$ cat src/rtl/bpm_test_tx_pkg.sv
// Shared types and default widths for the BPM test TX link arbiters.
// Index-width helper keeps single-source builds at a 1-bit index.
package bpm_test_tx_pkg;

  typedef enum logic [1:0] {
    IDLE  = 2'd0,
    XFER  = 2'd1,
    DRAIN = 2'd2
  } txState_t;

  localparam int DEFAULT_DATA_WIDTH = 32;
  localparam int ABORT_CNT_WIDTH    = 16;

  function automatic int idxWidth(input int n);
    return (n > 1) ? $clog2(n) : 1;
  endfunction

endpackage

$ cat src/rtl/rr_priority_picker.sv
// Combinational round-robin picker: first asserted request at or after the
// pointer, wrapping cyclically to index 0.
module rr_priority_picker
  import bpm_test_tx_pkg::*;
#(
  parameter int NUM_REQ = 2,
  localparam int IDX_W  = idxWidth(NUM_REQ)
) (
  input  logic [NUM_REQ-1:0] req,
  input  logic [IDX_W-1:0]   pointer,
  output logic               found,
  output logic [IDX_W-1:0]   index
);

  // The upper pass wins; the lower pass only covers the wrap-around.
  always_comb begin
    found = 1'b0;
    index = '0;
    for (int i = 0; i < NUM_REQ; i++) begin
      if (!found && req[i] && (IDX_W'(i) >= pointer)) begin
        found = 1'b1;
        index = IDX_W'(i);
      end
    end
    for (int i = 0; i < NUM_REQ; i++) begin
      if (!found && req[i]) begin
        found = 1'b1;
        index = IDX_W'(i);
      end
    end
  end

endmodule

$ cat src/rtl/bpm_test_tx_arbiter.sv
// Packet-level round-robin arbiter sharing the Aurora BPM test TX stream,
// with a per-FA-cycle packet budget and drain-on-channel-drop.
module bpm_test_tx_arbiter
  import bpm_test_tx_pkg::*;
#(
  parameter int NUM_SOURCES           = 2,
  parameter int DATA_WIDTH            = DEFAULT_DATA_WIDTH,
  parameter int MAX_PACKETS_PER_CYCLE = 8,
  parameter int CNT_WIDTH             = $clog2(MAX_PACKETS_PER_CYCLE + 1),
  localparam int IDX_W                = idxWidth(NUM_SOURCES)
) (
  input  logic                            auroraUserClk,
  input  logic                            auroraReset,
  input  logic                            auroraFAstrobe,
  input  logic                            auroraChannelUp,
  input  logic [NUM_SOURCES*DATA_WIDTH-1:0] s_tdata,
  input  logic [NUM_SOURCES-1:0]          s_tvalid,
  input  logic [NUM_SOURCES-1:0]          s_tlast,
  output logic [NUM_SOURCES-1:0]          s_tready,
  output logic [DATA_WIDTH-1:0]           m_tdata,
  output logic                            m_tvalid,
  output logic                            m_tlast,
  input  logic                            m_tready,
  output logic [IDX_W-1:0]                grantIndex,
  output logic [CNT_WIDTH-1:0]            packetCount,
  output logic                            budgetExceeded,
  output logic [ABORT_CNT_WIDTH-1:0]      abortCount
);

  txState_t               state;
  txState_t               stateNext;
  logic [IDX_W-1:0]       rrPointer;
  logic                   pickFound;
  logic [IDX_W-1:0]       pickIndex;

  logic [DATA_WIDTH-1:0]  selData;
  logic                   selValid;
  logic                   selLast;
  logic                   grantReady;

  logic [CNT_WIDTH-1:0]   effCount;
  logic                   budgetOk;
  logic                   grantNow;
  logic                   refuseNow;
  logic                   dropNow;
  logic                   discarding;
  logic                   xferDone;
  logic                   drainDone;
  logic                   packetEnd;
  logic [IDX_W-1:0]       nextPointer;

  rr_priority_picker #(
    .NUM_REQ (NUM_SOURCES)
  ) u_picker (
    .req     (s_tvalid),
    .pointer (rrPointer),
    .found   (pickFound),
    .index   (pickIndex)
  );

  // Mux the granted source; constant-index loop keeps widths exact.
  always_comb begin
    selData  = '0;
    selValid = 1'b0;
    selLast  = 1'b0;
    for (int i = 0; i < NUM_SOURCES; i++) begin
      if (grantIndex == IDX_W'(i)) begin
        selData  = s_tdata[i*DATA_WIDTH +: DATA_WIDTH];
        selValid = s_tvalid[i];
        selLast  = s_tlast[i];
      end
    end
  end

  // A strobe in the same cycle makes the budget check see a fresh FA cycle.
  assign effCount  = auroraFAstrobe ? '0 : packetCount;
  assign budgetOk  = effCount < CNT_WIDTH'(MAX_PACKETS_PER_CYCLE);
  assign grantNow  = (state == IDLE) && auroraChannelUp && pickFound && budgetOk;
  assign refuseNow = (state == IDLE) && auroraChannelUp && pickFound && !budgetOk;

  // The channel-drop cycle already behaves as a drain cycle.
  assign dropNow     = (state == XFER) && !auroraChannelUp;
  assign discarding  = dropNow || (state == DRAIN);
  assign xferDone    = (state == XFER) && auroraChannelUp && selValid && selLast && m_tready;
  assign drainDone   = discarding && selValid && selLast;
  assign packetEnd   = xferDone || drainDone;
  assign nextPointer = (grantIndex == IDX_W'(NUM_SOURCES - 1)) ? '0
                                                               : grantIndex + IDX_W'(1);

  always_ff @(posedge auroraUserClk) begin
    if (auroraReset) begin
      state <= IDLE;
    end else begin
      state <= stateNext;
    end
  end

  always_comb begin
    stateNext = state;
    unique case (state)
      IDLE: begin
        if (grantNow) stateNext = XFER;
      end
      XFER: begin
        if (dropNow) stateNext = drainDone ? IDLE : DRAIN;
        else if (xferDone) stateNext = IDLE;
      end
      DRAIN: begin
        if (drainDone) stateNext = IDLE;
      end
      default: stateNext = IDLE;
    endcase
  end

  always_comb begin
    m_tdata    = '0;
    m_tvalid   = 1'b0;
    m_tlast    = 1'b0;
    grantReady = 1'b0;
    if ((state == XFER) && auroraChannelUp) begin
      m_tdata    = selData;
      m_tvalid   = selValid;
      m_tlast    = selLast;
      grantReady = m_tready;
    end else if (discarding) begin
      grantReady = 1'b1;
    end
  end

  always_comb begin
    s_tready = '0;
    for (int i = 0; i < NUM_SOURCES; i++) begin
      if (grantIndex == IDX_W'(i)) s_tready[i] = grantReady;
    end
  end

  always_ff @(posedge auroraUserClk) begin
    if (auroraReset) begin
      rrPointer      <= '0;
      grantIndex     <= '0;
      packetCount    <= '0;
      budgetExceeded <= 1'b0;
      abortCount     <= '0;
    end else begin
      if (grantNow) grantIndex <= pickIndex;
      if (packetEnd) rrPointer <= nextPointer;

      if (grantNow) packetCount <= effCount + CNT_WIDTH'(1);
      else if (auroraFAstrobe) packetCount <= '0;

      if (refuseNow) budgetExceeded <= 1'b1;
      else if (auroraFAstrobe) budgetExceeded <= 1'b0;

      if (dropNow) abortCount <= abortCount + ABORT_CNT_WIDTH'(1);
    end
  end

endmodule

$ cat config.mk
export PLATFORM = sky130hd
export DESIGN_NAME = bpm_test_tx_arbiter
export DESIGN_NICKNAME = d
export VERILOG_FILES = /design/src/rtl/bpm_test_tx_pkg.sv /design/src/rtl/rr_priority_picker.sv /design/src/rtl/bpm_test_tx_arbiter.sv
export SDC_FILE = /design/constraint.sdc
export NUM_CORES = 1
export LEC_CHECK = 0
export ABC_AREA = 1
export CAP_MARGIN = 5
export CELL_PAD_IN_SITES_DETAIL_PLACEMENT = 2
export CELL_PAD_IN_SITES_GLOBAL_PLACEMENT = 2
export CORE_ASPECT_RATIO = 0.6
export CORE_MARGIN = 1.5
export CORE_UTILIZATION = 14
export CTS_CLUSTER_DIAMETER = 60
export DETAILED_ROUTE_END_ITERATION = 6
export HOLD_SLACK_MARGIN = 0.02
export PLACE_DENSITY = 0.72
export RECOVER_POWER = 50
export SYNTH_ARGS = -nofsm -noshare
export SYNTH_HDL_FRONTEND = slang
export SYNTH_SLANG_ARGS = --single-unit
$ cat constraint.sdc
create_clock -name auroraUserClk -period 1.4 [get_ports auroraUserClk]
set_clock_uncertainty 0.15 [all_clocks]
set_input_delay 0.21 -clock auroraUserClk [delete_from_list [all_inputs] [get_ports auroraUserClk]]
set_output_delay 0.21 -clock auroraUserClk [all_outputs]
set_load 0.05 [all_outputs]
==> impl_metrics.yaml <==
status:
  outcome: "finished, violations left"
  violations: "setup timing"
floorplan:
  fp.dieH_um: 91.9
  fp.dieW_um: 151
  dieArea_um2: 13900
  design.portCount: 131
  initial_core_util: 0.143
  core_area_um2: 12900
  num_rows: 32
synth:
  synth.avg_cell_area_um2: 5.97
  synthArstFlopShare: 0
  synth_area_um2: 1840
  yosys.area.top_type_share: 0.271
  yosys.area.top_type: "dfxtp_1"
  synth_commonest_cells: "nand2_1 (106), a21oi_1 (41), nor2_1 (37)"
  ys_seq_area_frac: 0.271
  yosysMostFrequentCell: "nand2_1"
  synth_cell_types: 31
  synth_edf_count: 0
  synth.area.top_cells: "dfxtp_1 (27%), nand2_1 (22%), a21oi_1 (11%)"
  ys_seq_elements: 25
  synthCells: 309
  ys_warn_count: 0
  ys.flop_type: "dfxtp_1"
  synth_nets: 384
pwr:
  total_power_mw: 2.56
  intPower_mw: 1.64
  vdd.ir_drop.worst_mv: 0.421
  combPwrFrac: 0.445
  p_sw_uw: 927
  powerDensity_nw_per_um2: 531
  leakagePower_nw: 1.92
  netSwitchingFraction: 0.361
  p_seq_frac: 0.287
  p_clk_frac: 0.268
layout:
  finalInstanceArea_um2: 4830
  multi_input_area_um2: 1700
  fillers: 1429
  num_antenna_cells: 0
  syn_to_final_growth_pct: 162
  drive_gt1_frac: 0.463
  ff_latch_area_um2: 543
  nets: 560
  final_core_util: 0.376
global_route:
  grt_pass1_wl_mm: 17.2
  grt_overflow: 0
  grt_pass1_vias: 3116
  grt.total_usage: 0.163
  antenna_found_initial: 0
  grt_max_degree: 32
min_path:
  hold_end: "rrPointer$_SDFFE_PP0P_"
  min_from: "rrPointer$_SDFFE_PP0P_"
  min_path_cells: 2
  hp-class: "register to register"
worst_setup_path:
  arrival_ns: 1.47
  cp_cell_sequence: "inv_4 -> nor2_4 -> nand2_4 -> buf_12 -> a21oi_4 -> buf_8"
  cp_slowest_stage_delay_ns: 0.38
  worstPathRequired_ns: 1.04
  reg2reg_setup_slack_ns: -0.36
  critPathKind: "register to primary output"
  ff2ff_path_depth: 11
  endpoint_kind: "primary output"
  r2r_end: "abortCount[6]$_SDFFE_PP0N_"
  crit_slowest_cell: "dfxtp_4"
  startpoint_type: "register"
  reg2reg_from: "state[0]$_SDFFE_PP0P_"
  worst-path-max-fanout: 17
sta:
  maxSlewViolCount: 0
  hold_viol: 0
  rsz0062_at_grt: "true"
  min_period_over_period: 1.31
  worst_pin_slew_ns: 0.512
  setup_violations: 61
  timing.final.ws_setup_ns: -0.429
  fin_crit_ns: 1.83
  maxSlewHeadroom: 0.656
  fmax_mhz: 547
  hold_ws_ns: 0.336
route:
  vias: 2769
  avgRoutedWirePerCell_um: 17.3
  viasPerCell: 4.23
  wirelength_mm: 11.3
  drtIter0Drc: 61
  drt_pass1_iterations: 6
  drtAntennaViolNets: 0
  drc: 0
placed_design:
  place_congestion: 0.785
  portBuffers: 130
  dpl_cell_area_um2: 4260
  dp_hpwl_mm: 8.24
clocking:
  cts_buffer_depth: 2
  cts_max_level: 1
  cts_tree: "yes"
  cts.sinks: 25
  clock-root-buffer: "clkbuf_16"
  worst_skew_pair.late_latency_ns: 0.28
  numCtsBuffers: 3
  path_clk_slew_ns: 0.07
  cts_hold_buf: 0
flow_run:
  maxCapViolCount: 0
[layer usage]
layer | routed length, um | up-vias | global-route usage
met5 | 0 | - | 0
met3 | 340 | 19 | 0.0249
met4 | 257 | 0 | 0.0437
li1 | - | 1321 | -
met1 | 4980 | 1371 | 0.208
met2 | 5730 | 58 | 0.285
[power by group through the flow]
| stage | logic (mW) | clock network (mW) | registers, mW |
|---|---|---|---|
| finish | 1.14 | 0.688 | 0.735 |
| global route | 1.22 | 0.737 | 0.739 |
| CTS | 1.12 | 0.708 | 0.735 |
| detailed placement | 1.00 | 0 | 0.751 |
| global placement | 0.973 | 0 | 0.750 |
| floorplan | 0.513 | 0 | 0.774 |
[cell families (layout without fill, tap and decap cells)]
kind of cell / Yosys count / in the layout / share of synthesized area
compound gates: 54 / 54 / 0.154
simple gates: 178 / 178 / 0.453
flops: 25 / 25 / 0.271
xor+xnor: 1 / 1 / 0.00475
fa+ha+maj: 2 / 2 / 0.0136
buf+inv: 49 / 224 / 0.103
[layout by cell type, fill, tap and decap left out, types with 5 or more instances in the layout]
master and n:
buf_4 34, nor2_4 15, nor2_1 25, inv_1 31, dfxtp_4 10, clkdlybuf4s50_1 71, buf_12 30, nand2_4 6
nor2_2 8, nand2_1 93, buf_6 32, a21oi_1 7, nand2_2 10, dfxtp_1 11, a21oi_2 5, buf_8 11
a21oi_4 29
[registers in the layout, summed over array words and instances (netlist names)]
| name | cells |
|---|---|
| abortCount | 16 |
| budgetExceeded | 1 |
| grantIndex | 1 |
| state | 2 |
| packetCount | 4 |
| rrPointer | 1 |
[area by class of cell]
class,instances,area share
repair buffers,183,0.444
multi-input cells,235,0.352
flip-flops and latches,25,0.112
well taps,170,0.0440
inverters,37,0.0308
clock buffers,3,0.0155
clock inverters,1,0.00104
[worst max-delay path, delay by kind of cell (launching register included)]
family	cells	cell delay, ns
buffers and inverters	3	0.41
AO/OA/AOI/OAI	1	0.16
AND/OR/NAND/NOR	2	0.22
flip-flops	1	0.38
[stage by stage]
stage	worst slack, ns	cells	TNS, ns
global placement	-0.440	634	-23.73
CTS	-0.403	647	-16.76
global route	-0.491	654	-23.09
finish	-0.429	654	-18.40
detailed placement	-0.530	634	-26.53
floorplan	-0.114	309	-3.75
[repair_timing]
| item | 4_1_cts | 5_1_grt |
|---|---|---|
| buffers inserted | 9 | 8 |
| pin swaps | 10 | 15 |
| endpoints found under the setup margin | 57 | 62 |
| endpoints found under the hold margin | 0 | 0 |
| gates cloned | 1 | 0 |
| resized for setup | 73 | 37 |
[how the worst max path moves through the flow]
stage	start	end	cells after the start
CTS	state[0]$_SDFFE_PP0P_	m_tdata[24]	6
finish	state[0]$_SDFFE_PP0P_	m_tdata[24]	6
floorplan	state[0]$_SDFFE_PP0P_	m_tdata[23]	5
detailed placement	auroraChannelUp	abortCount[6]$_SDFFE_PP0N_	10
global route	state[0]$_SDFFE_PP0P_	m_tdata[23]	6
global placement	auroraChannelUp	abortCount[6]$_SDFFE_PP0N_	10
Note: power is estimated with default switching activity, not from simulation.
